$ cat config.mk
export PLATFORM = sky130hd
export DESIGN_NAME = adding_machine_datapath_flat
export DESIGN_NICKNAME = d
export VERILOG_FILES = /design/src/rtl/adding_machine_datapath_if.sv /design/src/rtl/adding_machine_datapath.sv /design/src/flat_wrapper.sv
export SDC_FILE = /design/constraint.sdc
export NUM_CORES = 1
export LEC_CHECK = 0
export BUFFER_PORTS_ARGS = -buffer_cell sky130_fd_sc_hd__buf_2
export CORE_MARGIN = 4
export CORE_UTILIZATION = 28
export CTS_CLUSTER_DIAMETER = 120
export DETAILED_ROUTE_END_ITERATION = 7
export PLACE_DENSITY_LB_ADDON = 0.2
export SYNTH_ARGS = -nofsm -noshare
export SYNTH_HDL_FRONTEND = slang
export SYNTH_SLANG_ARGS = --single-unit
$ cat constraint.sdc
create_clock -name clock -period 10.74 [get_ports clock]
set_input_delay 0.537 -clock clock [delete_from_list [all_inputs] [get_ports clock]]
set_output_delay 0.537 -clock clock [all_outputs]
set_load 0.03 [all_outputs]
$ cat src/rtl/adding_machine_datapath_if.sv
// Controller <-> datapath strobe/status bundle plus the side-band program-load port.
// master = controller or bench driving strobes; slave = the datapath.
interface adding_machine_datapath_if #(
    parameter int DATA_W = 8,
    parameter int ADDR_W = 5,
    parameter int OPC_W  = 3
);
    logic              load_IR;
    logic              load_acc;
    logic              ld_pc;
    logic              clr_pc;
    logic              inc_pc;
    logic              sel_alu;
    logic              sel_bus;
    logic              pass_add;
    logic              ir_on_adr;
    logic              pc_on_adr;
    logic              mem_read;
    logic              mem_write;
    logic              prog_we;
    logic [ADDR_W-1:0] prog_addr;
    logic [DATA_W-1:0] prog_data;
    logic [OPC_W-1:0]  opcode;
    logic [DATA_W-1:0] acc_out;
    logic [ADDR_W-1:0] pc_out;
    logic [DATA_W-1:0] ir_out;
    logic [ADDR_W-1:0] adr_out;
    logic              carry;

    modport master (
        output load_IR, load_acc, ld_pc, clr_pc, inc_pc, sel_alu, sel_bus, pass_add,
               ir_on_adr, pc_on_adr, mem_read, mem_write, prog_we, prog_addr, prog_data,
        input  opcode, acc_out, pc_out, ir_out, adr_out, carry
    );

    modport slave (
        input  load_IR, load_acc, ld_pc, clr_pc, inc_pc, sel_alu, sel_bus, pass_add,
               ir_on_adr, pc_on_adr, mem_read, mem_write, prog_we, prog_addr, prog_data,
        output opcode, acc_out, pc_out, ir_out, adr_out, carry
    );
endinterface

$ cat src/rtl/adding_machine_datapath.sv
// Adding-machine datapath: PC, IB, IR, accumulator/carry and unified memory acting on controller strobes.
// Every register updates one edge after its strobe, memory reads are combinational; no backpressure, strobes act every cycle.
module adding_machine_datapath #(
    parameter int DATA_W = 8,
    parameter int ADDR_W = 5,
    parameter int OPC_W  = 3
) (
    input  logic                      clock,
    input  logic                      reset,
    adding_machine_datapath_if.slave  dp
);
    localparam int DEPTH = 1 << ADDR_W;

    logic [ADDR_W-1:0] pc_q, pc_d;
    logic [DATA_W-1:0] ib_q, ib_d;
    logic [DATA_W-1:0] ir_q, ir_d;
    logic [DATA_W-1:0] acc_q, acc_d;
    logic              carry_q, carry_d;
    logic [DATA_W-1:0] mem_q [DEPTH];

    logic [ADDR_W-1:0] adr;
    logic [DATA_W-1:0] bus;
    logic [DATA_W:0]   sum;
    logic              mem_we;
    logic [ADDR_W-1:0] mem_wa;
    logic [DATA_W-1:0] mem_wd;

    // With no address strobe the IR operand stays on the bus, same as ir_on_adr.
    always_comb begin
        if (dp.pc_on_adr) begin
            adr = pc_q;
        end else if (dp.ir_on_adr) begin
            adr = ir_q[ADDR_W-1:0];
        end else begin
            adr = ir_q[ADDR_W-1:0];
        end
        bus = mem_q[adr];
        sum = {1'b0, acc_q} + {1'b0, bus};
    end

    always_comb begin
        pc_d = pc_q;
        if (dp.clr_pc) begin
            pc_d = '0;
        end else if (dp.inc_pc) begin
            pc_d = pc_q + ADDR_W'(1);
        end else if (dp.ld_pc) begin
            pc_d = ir_q[ADDR_W-1:0];
        end

        ib_d = dp.pc_on_adr ? bus : ib_q;
        ir_d = dp.load_IR ? ib_q : ir_q;

        acc_d   = acc_q;
        carry_d = carry_q;
        if (dp.load_acc) begin
            if (dp.sel_bus) begin
                if (dp.mem_read) begin
                    acc_d = bus;
                end
            end else if (dp.sel_alu && dp.pass_add) begin
                {carry_d, acc_d} = sum;
            end
        end
    end

    // Program load beats a datapath store; nothing is written while in reset.
    always_comb begin
        mem_we = 1'b0;
        mem_wa = adr;
        mem_wd = acc_q;
        if (!reset) begin
            if (dp.prog_we) begin
                mem_we = 1'b1;
                mem_wa = dp.prog_addr;
                mem_wd = dp.prog_data;
            end else if (dp.mem_write) begin
                mem_we = 1'b1;
            end
        end
    end

    always_ff @(posedge clock) begin
        if (reset) begin
            pc_q    <= '0;
            ib_q    <= '0;
            ir_q    <= '0;
            acc_q   <= '0;
            carry_q <= 1'b0;
        end else begin
            pc_q    <= pc_d;
            ib_q    <= ib_d;
            ir_q    <= ir_d;
            acc_q   <= acc_d;
            carry_q <= carry_d;
        end
    end

    always_ff @(posedge clock) begin
        if (mem_we) begin
            mem_q[mem_wa] <= mem_wd;
        end
    end

    assign dp.opcode  = ir_q[DATA_W-1 -: OPC_W];
    assign dp.acc_out = acc_q;
    assign dp.pc_out  = pc_q;
    assign dp.ir_out  = ir_q;
    assign dp.adr_out = adr;
    assign dp.carry   = carry_q;
endmodule

$ cat src/flat_wrapper.sv
// flat-port wrapper written by rule: the top's interface ports become plain ports
module adding_machine_datapath_flat 
#(
    parameter int DATA_W = 8,
    parameter int ADDR_W = 5,
    parameter int OPC_W  = 3
)
  (clock, reset, dp_load_IR, dp_load_acc, dp_ld_pc, dp_clr_pc, dp_inc_pc, dp_sel_alu, dp_sel_bus, dp_pass_add, dp_ir_on_adr, dp_pc_on_adr, dp_mem_read, dp_mem_write, dp_prog_we, dp_prog_addr, dp_prog_data, dp_opcode, dp_acc_out, dp_pc_out, dp_ir_out, dp_adr_out, dp_carry);
  adding_machine_datapath_if #(.DATA_W(DATA_W), .ADDR_W(ADDR_W), .OPC_W(OPC_W)) dp_i ();
  input  logic clock;
  input  logic reset;
  input wire logic [$bits(dp_i.load_IR)-1:0] dp_load_IR;
  input wire logic [$bits(dp_i.load_acc)-1:0] dp_load_acc;
  input wire logic [$bits(dp_i.ld_pc)-1:0] dp_ld_pc;
  input wire logic [$bits(dp_i.clr_pc)-1:0] dp_clr_pc;
  input wire logic [$bits(dp_i.inc_pc)-1:0] dp_inc_pc;
  input wire logic [$bits(dp_i.sel_alu)-1:0] dp_sel_alu;
  input wire logic [$bits(dp_i.sel_bus)-1:0] dp_sel_bus;
  input wire logic [$bits(dp_i.pass_add)-1:0] dp_pass_add;
  input wire logic [$bits(dp_i.ir_on_adr)-1:0] dp_ir_on_adr;
  input wire logic [$bits(dp_i.pc_on_adr)-1:0] dp_pc_on_adr;
  input wire logic [$bits(dp_i.mem_read)-1:0] dp_mem_read;
  input wire logic [$bits(dp_i.mem_write)-1:0] dp_mem_write;
  input wire logic [$bits(dp_i.prog_we)-1:0] dp_prog_we;
  input wire logic [$bits(dp_i.prog_addr)-1:0] dp_prog_addr;
  input wire logic [$bits(dp_i.prog_data)-1:0] dp_prog_data;
  output wire logic [$bits(dp_i.opcode)-1:0] dp_opcode;
  output wire logic [$bits(dp_i.acc_out)-1:0] dp_acc_out;
  output wire logic [$bits(dp_i.pc_out)-1:0] dp_pc_out;
  output wire logic [$bits(dp_i.ir_out)-1:0] dp_ir_out;
  output wire logic [$bits(dp_i.adr_out)-1:0] dp_adr_out;
  output wire logic [$bits(dp_i.carry)-1:0] dp_carry;
  assign dp_i.load_IR = dp_load_IR;
  assign dp_i.load_acc = dp_load_acc;
  assign dp_i.ld_pc = dp_ld_pc;
  assign dp_i.clr_pc = dp_clr_pc;
  assign dp_i.inc_pc = dp_inc_pc;
  assign dp_i.sel_alu = dp_sel_alu;
  assign dp_i.sel_bus = dp_sel_bus;
  assign dp_i.pass_add = dp_pass_add;
  assign dp_i.ir_on_adr = dp_ir_on_adr;
  assign dp_i.pc_on_adr = dp_pc_on_adr;
  assign dp_i.mem_read = dp_mem_read;
  assign dp_i.mem_write = dp_mem_write;
  assign dp_i.prog_we = dp_prog_we;
  assign dp_i.prog_addr = dp_prog_addr;
  assign dp_i.prog_data = dp_prog_data;
  assign dp_opcode = dp_i.opcode;
  assign dp_acc_out = dp_i.acc_out;
  assign dp_pc_out = dp_i.pc_out;
  assign dp_ir_out = dp_i.ir_out;
  assign dp_adr_out = dp_i.adr_out;
  assign dp_carry = dp_i.carry;
  adding_machine_datapath #(.DATA_W(DATA_W), .ADDR_W(ADDR_W), .OPC_W(OPC_W)) u_core (.clock(clock), .reset(reset), .dp(dp_i));
endmodule
==> metrics.yaml, run 1 <==
p_sw_mw: 0.640
fmax_mhz: 188
root_buffer: "clkbuf_16"
fin_setup_tns_ns: 0
first_global_vias: 8234
drt_wl_total_microns: 38500
die_w_microns: 223
vias: 8784
drt_pass1_iterations: 5
dpl-instance-area_sq_um: 13700
r2r_end: "u_core.dp.acc_out[6]"
fp-row-count: 78
core_area_sq_um: 45500
cts_buffer_depth: 3
cp.arrival_ns: 5.74
cts-htree-levels: 2
critical_path_class: "primary input to flip-flop"
yosysMostFrequentCell: "edfxtp_1"
cts_buffers: 34
crit_fanout: 39
endpoint_kind: "flip-flop"
area_growth_pct: 14.0
fin_hold_ws_ns: 0.254
fin_crit_sh_pct: 49.6
diodes: 0
cts_resized: 0
fin_skew_ns: 0.0159
syn_nets: 1077
switching_share_pct: 24.7
hp-start: "dp_clr_pc"
required_ns: 11.16
cts_tree: "built"
hold_path_class: "primary input to flip-flop"
place_hpwl_microns: 23500
start_util_pct: 28.4
r2r_start: "u_core.dp.ir_out[0]"
r2r_setup_slack_ns: 5.66
fill_cells: 4560
cts_hold_buf: 0
via_per_inst: 5.16
clk_pin_slew_ns: 0.06
pin_count: 58
grt_pass1_wl_microns: 55800
ys_async_sr_fraction_pct: 0
syn_area_per_cell_sq_um: 12.5
p_clk_share_pct: 42.1
drtIter0Drc: 790
combinationalPowerShare_pct: 9.6
globalRoute.busiestLayer: "met2"
grt_setup_unrepaired: "no"
synth_cells: 1038
drv_slew: 0
p_seq_share_pct: 48.3
antenna_found_initial: 0
grt_max_degree: 70
worst-r2r-cell-count: 19
synthTopCellsByArea: "edfxtp_1, nor2_1, dfxtp_1, mux2i_1, o22ai_1"
drive_gt1_share_pct: 14.1
die-height_microns: 223
status: "completed"
synth.distinct_cells: 69
hold_end: "u_core.dp.pc_out[0]"
ir_drop_uv: 81.0
portBuffers: 56
nets: 1117
grt_usage_pct: 15.0
ys_seq_area_share_pct: 64.1
post_cts_buffers: 0
met3_usage_pct: 3.33
wire_per_inst_microns: 22.6
hold_violations: 0
yosys_warnings: 0
power.internal_mw: 1.95
synth_edf_count: 256
syn_area_sq_um: 12900
remaining_drc_errors: 0
clock-sinks: 286
p_total_mw: 2.59
met2_usage_pct: 22.8
dieArea_sq_um: 49700
setup_viol: 0
min_period_ns: 5.32
met1_usage_pct: 21.6
synth_ff_type: "edfxtp_1"
leakagePower_nw: 5.01
grt.overflow.total: 0
post-route-cell-area_sq_um: 14700
synth_top_cell_by_area: "edfxtp_1"
synth-seq-cells: 286
start_kind: "primary input"
hold_depth: 2
drtAntennaViolNets: 0
worst_pin_slew_ns: 1.14
clock_latency_ns: 0.52
maxSlewHeadroom_pct: 23.5
place.gp.congestion: 0.795
p_per_area_nw_per_um2: 176
cap_violations: 0
synth_top_area_share_pct: 59.4
synth_common_cells: "edfxtp_1, nor2_1, nand2_1"
## critical path, cell delays in order
cell	delay, ns
buf_2	0.62
mux2i_4	0.74
inv_2	0.35
mux2i_1	0.19
a2111oi_0	0.96
or4_1	0.35
mux2i_1	0.21
fa_1	0.50
o21ai_0	0.31
and2_1	0.17
o21ai_0	0.08
a21boi_0	0.28
o41ai_1	0.11
a221o_1	0.30
## cell families (layout without fill, tap and decap cells)
logic type | count (synthesis) | count (layout) | share of synthesized area [%]
compound gates | 243 | 243 | 12.9
xor+xnor | 5 | 5 | 0.339
fa+ha+maj | 11 | 11 | 1.12
buf+inv | 83 | 147 | 3.29
flops | 286 | 286 | 64.1
mux | 74 | 74 | 7.41
simple gates | 336 | 336 | 10.9
## registers in the layout, indices dropped and copies added (netlist names)
signal             cells
u_core.mem_q         256
u_core.dp.ir_out       8
u_core.dp.acc_out      8
u_core.dp.carry        1
u_core.dp.pc_out       5
u_core.ib_q            8
## layout make-up
cell class	instances	area, sq um	share of cell area (%)
Clock buffer	50	948	6.43
Tap cell	600	751	5.09
Clock inverter	10	92.6	0.628
Timing Repair Buffer	69	378	2.56
Multi-Input combinational cell	669	4220	28.6
Sequential cell	286	8290	56.2
Inverter	18	70.1	0.475
## per-stage QoR
| step | setup slack [ns] | cells | utilization [%] |
|---|---|---|---|
| 2_1_floorplan | 6.91 | 1038 | - |
| 4_1_cts | 5.46 | 1702 | 32.4 |
| 3_5_place_dp | 4.91 | 1642 | 30.1 |
| 3_3_place_gp | 4.92 | 1642 | 30.1 |
| 5_1_grt | 5.13 | 1702 | 32.4 |
| 6_report | 5.42 | 1702 | 32.4 |
## metal layers
metal	wire, microns	up-vias	share of wire, %
met1	17800	4394	46
li1	-	4039	-
met5	0	-	0
met2	17200	288	45
met3	2550	63	6.6
met4	935	0	2.4
## power groups by stage
stage	clock [mW]	sequential, mW	combinational [mW]
floorplan	0	1.28	0.157
global placement	0	1.28	0.251
detailed placement	0	1.28	0.252
CTS	1.12	1.25	0.253
global route	1.17	1.25	0.272
finish	1.09	1.25	0.250
## worst max-delay path by stage
stage                        startpoint                    to  depth (start not counted)
global route               dp_pc_on_adr  u_core.dp.acc_out[7]                         16
detailed placement         dp_pc_on_adr  u_core.dp.acc_out[7]                         16
finish                     dp_pc_on_adr  u_core.dp.acc_out[6]                         14
CTS                        dp_pc_on_adr  u_core.dp.acc_out[7]                         16
floorplan           u_core.dp.pc_out[0]  u_core.dp.acc_out[6]                         19
global placement           dp_pc_on_adr  u_core.dp.acc_out[7]                         16
## cells in the final DEF, fill, tap and decap left out, types with 4 or more instances in the layout
cell | Yosys | final
a211oi_1 | 11 | 11
mux2_2 | 11 | 11
nand3_1 | 13 | 13
o22ai_1 | 63 | 63
nand2b_1 | 8 | 8
buf_2 | 18 | 56
nand2_1 | 69 | 69
o211ai_1 | 7 | 7
inv_1 | 15 | 15
buf_4 | 5 | 13
clkbuf_1 | 29 | 11
o21bai_1 | 4 | 4
a32oi_1 | 9 | 9
and3_1 | 8 | 8
ha_1 | 10 | 10
xnor2_1 | 4 | 4
mux2i_1 | 46 | 46
edfxtp_1 | 256 | 256
dfxtp_1 | 30 | 28
o21ai_0 | 45 | 45
a21o_1 | 4 | 4
nor2_1 | 203 | 203
o21a_1 | 4 | 4
o22a_1 | 16 | 16
clkbuf_16 | 0 | 34
a22oi_1 | 9 | 9
a21oi_1 | 27 | 27
nor2b_1 | 4 | 4
nor3_1 | 12 | 12
mux4_2 | 14 | 14
a221oi_1 | 10 | 10
Note: power is estimated with default switching activity, not from simulation.
==> run 2: changes to the inputs <==
==> constraint.sdc (replaced) <==
create_clock -name clock -period 5.53 [get_ports clock]
set_input_delay 0.2765 -clock clock [delete_from_list [all_inputs] [get_ports clock]]
set_output_delay 0.2765 -clock clock [all_outputs]
set_load 0.03 [all_outputs]
==> metrics.yaml, run 2 (synthesized netlist as in run 1, its figures left out) <==
core_area_sq_um: 45500  # unchanged
grt_setup_unrepaired: "no"
largest_register_ffs: 256  # unchanged
hold_depth: 2  # unchanged
drt_wl_total_microns: 39000  # +1.5%
diodes: 0  # unchanged
cts-htree-levels: 1  # -1
combinationalPowerShare_pct: 10.3  # +0.7 points
globalRoute.busiestLayer: "met2"
switching_share_pct: 25.1  # +0.47 points
maxSlewHeadroom_pct: 19.2  # -4.3 points
die-height_microns: 223  # unchanged
crit_buf_inv: 1  # -1
leakagePower_nw: 5.08  # +1.5%
critPathSlowestCell: "a2111oi_0"
p_sw_mw: 1.22  # +91%
p_clk_share_pct: 39.7  # -2.4 points
dieArea_sq_um: 49700  # unchanged
drive_gt1_share_pct: 15.2  # +1.2 points
layout_commonest_cell: "edfxtp_1"
crit_fanout: 13  # -67%
hold_violations: 0  # unchanged
worst-r2r-cell-count: 14  # -5
worst_pin_slew_ns: 1.21  # +0.0643 ns
required_ns: 6.00  # -5.16 ns
grt_usage_pct: 15.2  # +0.26 points
ir_drop_uv: 220  # +170%
top_register: "u_core.mem_q"
root_buffer: "clkbuf_16"
fill_cells: 4546  # -0.31%
status: "completed"
remaining_drc_errors: 0  # unchanged
clock_latency_ns: 0.58  # +0.06 ns
cp.arrival_ns: 5.11  # -0.63 ns
place.gp.congestion: 0.805  # +1.3%
wire_per_inst_microns: 22.6  # +0.22%
r2r_end: "u_core.dp.acc_out[6]"
power.internal_mw: 3.65  # +87%
clock-sinks: 286  # unchanged
grt_max_degree: 70  # unchanged
post-route-cell-area_sq_um: 14800  # +0.63%
cpPeakStageDelay_ns: 0.98  # +0.02 ns
dpl-instance-area_sq_um: 13900  # +1.4%
final_cell_mix: "edfxtp_1, nor2_1, nand2_1, o22ai_1, buf_2"
start_kind: "flip-flop"
met2_usage_pct: 23.6  # +0.85 points
critPathTopFamily: "compound AO/OA/AOI/OAI gates"
portBuffers: 56  # unchanged
vias: 8771  # -0.15%
cap_violations: 0  # unchanged
r2r_start: "u_core.dp.ir_out[3]"
min_period_ns: 4.64
cts_buffers: 31  # -8.8%
fp-row-count: 78  # unchanged
setup_viol: 0  # unchanged
drt_pass1_iterations: 5  # unchanged
place_hpwl_microns: 25000  # +6.2%
hold_end: "u_core.dp.acc_out[7]"
r2r_setup_slack_ns: 0.89  # -4.77 ns
path_cells: "mux2i_4 -> inv_2 -> nand2_1 -> and3_1 -> a2111oi_0 -> or4_1 -> mux2i_1 -> fa_1 -> o21ai_0 -> and2_1 -> o21ai_0 -> a21boi_0 -> o41ai_1 -> a221o_1"
fmax_mhz: 216
die_w_microns: 223  # unchanged
p_seq_share_pct: 49.9  # +1.6 points
endpoint_kind: "flip-flop"
p_per_area_nw_per_um2: 328  # +87%
met1_usage_pct: 22.3  # +0.69 points
pin_count: 58  # unchanged
grt.overflow.total: 0  # unchanged
fin_skew_ns: 0.0106  # -0.00530 ns
met3_usage_pct: 3.24  # -0.092 points
fin_setup_tns_ns: 0  # unchanged
ff_latch_area_sq_um: 8290  # unchanged
fin_crit_sh_pct: 83.9
grt_pass1_wl_microns: 57200  # +2.4%
area_growth_pct: 14.8
drtIter0Drc: 727  # -8.0%
nets: 1138  # +1.9%
hold_path_class: "primary input to flip-flop"
cts_tree: "built"
multi_input_area_sq_um: 4220  # unchanged
first_global_vias: 8386  # +1.8%
post_cts_buffers: 0  # unchanged
start_util_pct: 28.4  # unchanged
cp_common_cell: "o21ai_0"
via_per_inst: 5.09  # -1.4%
drv_slew: 0  # unchanged
critical_path_class: "flip-flop to flip-flop"
clk_pin_slew_ns: 0.06  # about the same
hp-start: "dp_sel_bus"
drtAntennaViolNets: 0  # unchanged
cts_buffer_depth: 3  # unchanged
antenna_found_initial: 1  # +1
-- run 2: changes by cell type in the layout (fill, tap and decap cells not counted), sizes merged --
cell         before  now
inv              20   19
clkinv            6   13
dlygate4sd3       0    1
clkbuf           50   41
buf              69   92
-- run 2: area by class of cell --
cell class,count,area share [%]
flip-flops and latches,286,55.9
multi-input cells,669,28.4
clock buffers,41,5.48
well taps,600,5.06
repair buffers,93,3.95
clock inverters,16,0.759
inverters,18,0.472
-- run 2: power by group through the flow --
stage | Combinational (mW) | Sequential, mW | Clock (mW)
2_1_floorplan | 0.304 | 2.48 | 0
3_3_place_gp | 0.503 | 2.48 | 0
3_5_place_dp | 0.506 | 2.48 | 0
4_1_cts | 0.508 | 2.43 | 1.97
5_1_grt | 0.548 | 2.43 | 2.06
6_report | 0.503 | 2.43 | 1.94
-- run 2: how the worst max path moves through the flow --
stage,from,endpoint,cells after the start
6_report,u_core.dp.ir_out[3],u_core.dp.acc_out[6],14
5_1_grt,u_core.dp.ir_out[3],u_core.dp.acc_out[6],14
4_1_cts,u_core.dp.ir_out[1],u_core.dp.acc_out[7],15
3_5_place_dp,dp_pc_on_adr,u_core.dp.acc_out[6],15
3_3_place_gp,dp_pc_on_adr,u_core.dp.acc_out[6],15
2_1_floorplan,u_core.dp.pc_out[0],u_core.dp.acc_out[6],19
-- run 2: per-stage QoR --
step                setup slack, ns  instances  power [mW]  hold slack, ns  utilization [%]
finish                        0.891       1723        4.87          0.0421             32.6
global route                  0.560       1723        5.05          0.0426             32.6
CTS                           0.973       1723        4.91          0.0304             32.6
detailed placement            0.727       1665        2.98           0.473             30.6
global placement              0.768       1665        2.98           0.473             30.6
floorplan                      1.70       1038        2.79           0.353                -
-- run 2: timing repair --
action	CTS	global route
gates resized for setup	0	0
hold buffers	1	0
hold endpoints to repair	5	0
-- run 2: metal layers --
metal  vias up  wire length (microns)
met5         -                      0
met4         0                    635
met3        44                   2450
met2       247                  17800
met1      4413                  18100
li1       4067                      -
==> run 3: changes to the inputs <==
==> constraint.sdc (replaced) <==
create_clock -name clock -period 4.85 [get_ports clock]
set_input_delay 0.2425 -clock clock [delete_from_list [all_inputs] [get_ports clock]]
set_output_delay 0.2425 -clock clock [all_outputs]
set_load 0.03 [all_outputs]
==> metrics.yaml, run 3 (synthesized netlist as in run 1, its figures left out) <==
grt_usage_pct: 15.1  # -0.14 points
crit_buf_inv: 3  # +2
root_buffer: "clkbuf_16"
grt_pass1_wl_microns: 57000  # -0.42%
drtIter0Drc: 803  # +10%
crit_path_start: "u_core.dp.ir_out[0]"
combinationalPowerShare_pct: 10.0  # -0.3 points
clock_latency_ns: 0.53  # -0.05 ns
post-route-cell-area_sq_um: 15200  # +2.5%
via_per_inst: 5.08  # -0.12%
wire_per_inst_microns: 21.9  # -3.1%
grt_max_degree: 70  # unchanged
vias: 8913  # +1.6%
cts_tree: "built"
fin_crit_sh_pct: 90.8  # +6.9 points
area_growth_pct: 17.7
drive_gt1_share_pct: 17.9  # +2.6 points
p_seq_share_pct: 47.5  # -2.4 points
cts_buffers: 34  # +9.7%
portBuffers: 56  # unchanged
post_cts_buffers: 0  # unchanged
antenna_found_initial: 0  # -1
leakagePower_nw: 5.29  # +4.1%
critPathTopFamily: "compound AO/OA/AOI/OAI gates"
cp.arrival_ns: 4.86  # -0.25 ns
crit_fanout: 20  # +7
first_global_vias: 8565  # +2.1%
drt_pass1_iterations: 5  # unchanged
largest_register_ffs: 256  # unchanged
clk_pin_slew_ns: 0.06  # about the same
power.internal_mw: 4.40  # +21%
cpPeakStageDelay_ns: 1.05  # +0.07 ns
die_w_microns: 223  # unchanged
r2r_end: "u_core.dp.acc_out[7]"
fill_cells: 4533  # -0.29%
dieArea_sq_um: 49700  # unchanged
setup_viol: 0  # unchanged
hold_violations: 0  # unchanged
switching_share_pct: 24.6  # -0.48 points
dpl-instance-area_sq_um: 14100  # +1.7%
drt_wl_total_microns: 38500  # -1.4%
nets: 1167  # +2.5%
endpoint_kind: "flip-flop"
maxSlewHeadroom_pct: 14.5  # -4.7 points
required_ns: 5.31  # -0.69 ns
fmax_mhz: 227  # +5.3%
remaining_drc_errors: 0  # unchanged
path_depth: 16  # +2
cts_buffer_depth: 3  # unchanged
pin_count: 58  # unchanged
p_clk_share_pct: 42.5  # +2.8 points
drv_slew: 0  # unchanged
fin_skew_ns: 0.0291  # +0.0185 ns
p_sw_mw: 1.44  # +18%
ir_drop_uv: 182  # -17%
critPathSlowestCell: "a2111oi_0"
min_period_ns: 4.40  # -0.235 ns
layout_commonest_cell: "edfxtp_1"
die-height_microns: 223  # unchanged
hold_path_class: "primary input to flip-flop"
path_cells: "mux2i_4 -> buf_12 -> inv_4 -> and3_1 -> a2111oi_0 -> or4_1 -> mux2i_1 -> inv_1 -> ha_1 -> a21o_1 -> a21oi_1 -> o21ai_0 -> o41ai_1 -> xnor2_1 -> o221ai_1 -> a31oi_1"
worst-r2r-cell-count: 16  # +2
final_util_pct: 33.5  # +0.82 points
start_util_pct: 28.4  # unchanged
diodes: 0  # unchanged
core_area_sq_um: 45500  # unchanged
clock-sinks: 286  # unchanged
fin_setup_tns_ns: 0  # unchanged
place_hpwl_microns: 25600  # +2.6%
p_total_mw: 5.83  # +20%
grt.overflow.total: 0  # unchanged
grt_setup_unrepaired: "no"
critical_path_class: "flip-flop to flip-flop"
r2r_setup_slack_ns: 0.45  # -0.45 ns
cts-htree-levels: 2  # +1
final_cell_mix: "edfxtp_1, nor2_1, nand2_1, o22ai_1, buf_4"
worst_pin_slew_ns: 1.25  # +0.0429 ns
top_register: "u_core.mem_q"
cap_violations: 0  # unchanged
r2r_start: "u_core.dp.ir_out[0]"
place.gp.congestion: 0.806  # +0.11%
p_per_area_nw_per_um2: 383  # +17%
endpoint: "u_core.dp.acc_out[7]"
start_kind: "flip-flop"
status: "completed"
fp-row-count: 78  # unchanged
drtAntennaViolNets: 0  # unchanged
run 3: cell types whose count changed in the layout (fill, tap and decap cells not counted), sizes merged:
cell / change
buf: +26
bufinv: +2
inv: +2
clkbuf: +1
clkinv: -1
run 3: cell type report:
type | count | area [sq um] | share of cell area, %
sequential | 286 | 8290 | 54.5
inverter | 18 | 70.1 | 0.460
multi-input combinational | 669 | 4220 | 27.7
tap | 600 | 751 | 4.93
clock inverter | 19 | 186 | 1.23
timing repair buffer | 119 | 818 | 5.38
clock buffer | 42 | 881 | 5.79
run 3: worst min path at each step:
| stage | end | cells past startpoint | startpoint |
|---|---|---|---|
| after floorplan | u_core.dp.pc_out[0] | 1 | dp_clr_pc |
| final | u_core.dp.acc_out[7] | 2 | dp_sel_bus |
| after detailed placement | u_core.ib_q[1] | 2 | u_core.ib_q[1] |
| after CTS | u_core.dp.acc_out[7] | 2 | dp_sel_bus |
| after global routing | u_core.dp.acc_out[7] | 2 | dp_sel_bus |
| after global placement | u_core.ib_q[1] | 2 | u_core.ib_q[1] |
run 3: worst reg2reg max path, stage by stage, from the launching register on:
cell and delay [ns]:
dfxtp_2 0.34, mux2i_4 0.19, buf_12 0.21, inv_4 0.18, and3_1 0.20, a2111oi_0 1.05, or4_1 0.32, mux2i_1 0.17
inv_1 0.12, ha_1 0.24, a21o_1 0.16, a21oi_1 0.21, o21ai_0 0.18, o41ai_1 0.34, xnor2_1 0.16, o221ai_1 0.13
a31oi_1 0.15
run 3: routing by layer:
metal | wire, microns | global-route usage, % | share of wire [%] | vias to the layer above
met4 | 801 | 3.62 | 2.1 | 0
met3 | 2340 | 3.05 | 6.1 | 56
met2 | 17400 | 23.6 | 45 | 272
li1 | - | - | - | 4138
met1 | 17900 | 21.6 | 47 | 4447
met5 | 0 | 0 | 0 | -
run 3: through the flow:
stage / std cells / worst slack [ns] / hold WS [ns]
after floorplan: 1038 / 1.02 / 0.319
after global placement: 1691 / 0.185 / 0.470
after detailed placement: 1691 / 0.140 / 0.466
after CTS: 1753 / 0.481 / 0.0437
after global routing: 1753 / 0.131 / 0.0901
final: 1753 / 0.446 / 0.0621
run 3: what timing repair did:
item,in CTS,in global routing
gates resized for setup,0,0
endpoints found under the hold margin,5,0
hold buffers,1,0
run 3: power groups by stage:
stage,Combinational [mW],Sequential [mW],Clock (mW)
2_1_floorplan,0.347,2.83,0
3_3_place_gp,0.581,2.82,0
3_5_place_dp,0.584,2.82,0
4_1_cts,0.587,2.77,2.53
5_1_grt,0.636,2.77,2.63
6_report,0.584,2.77,2.48
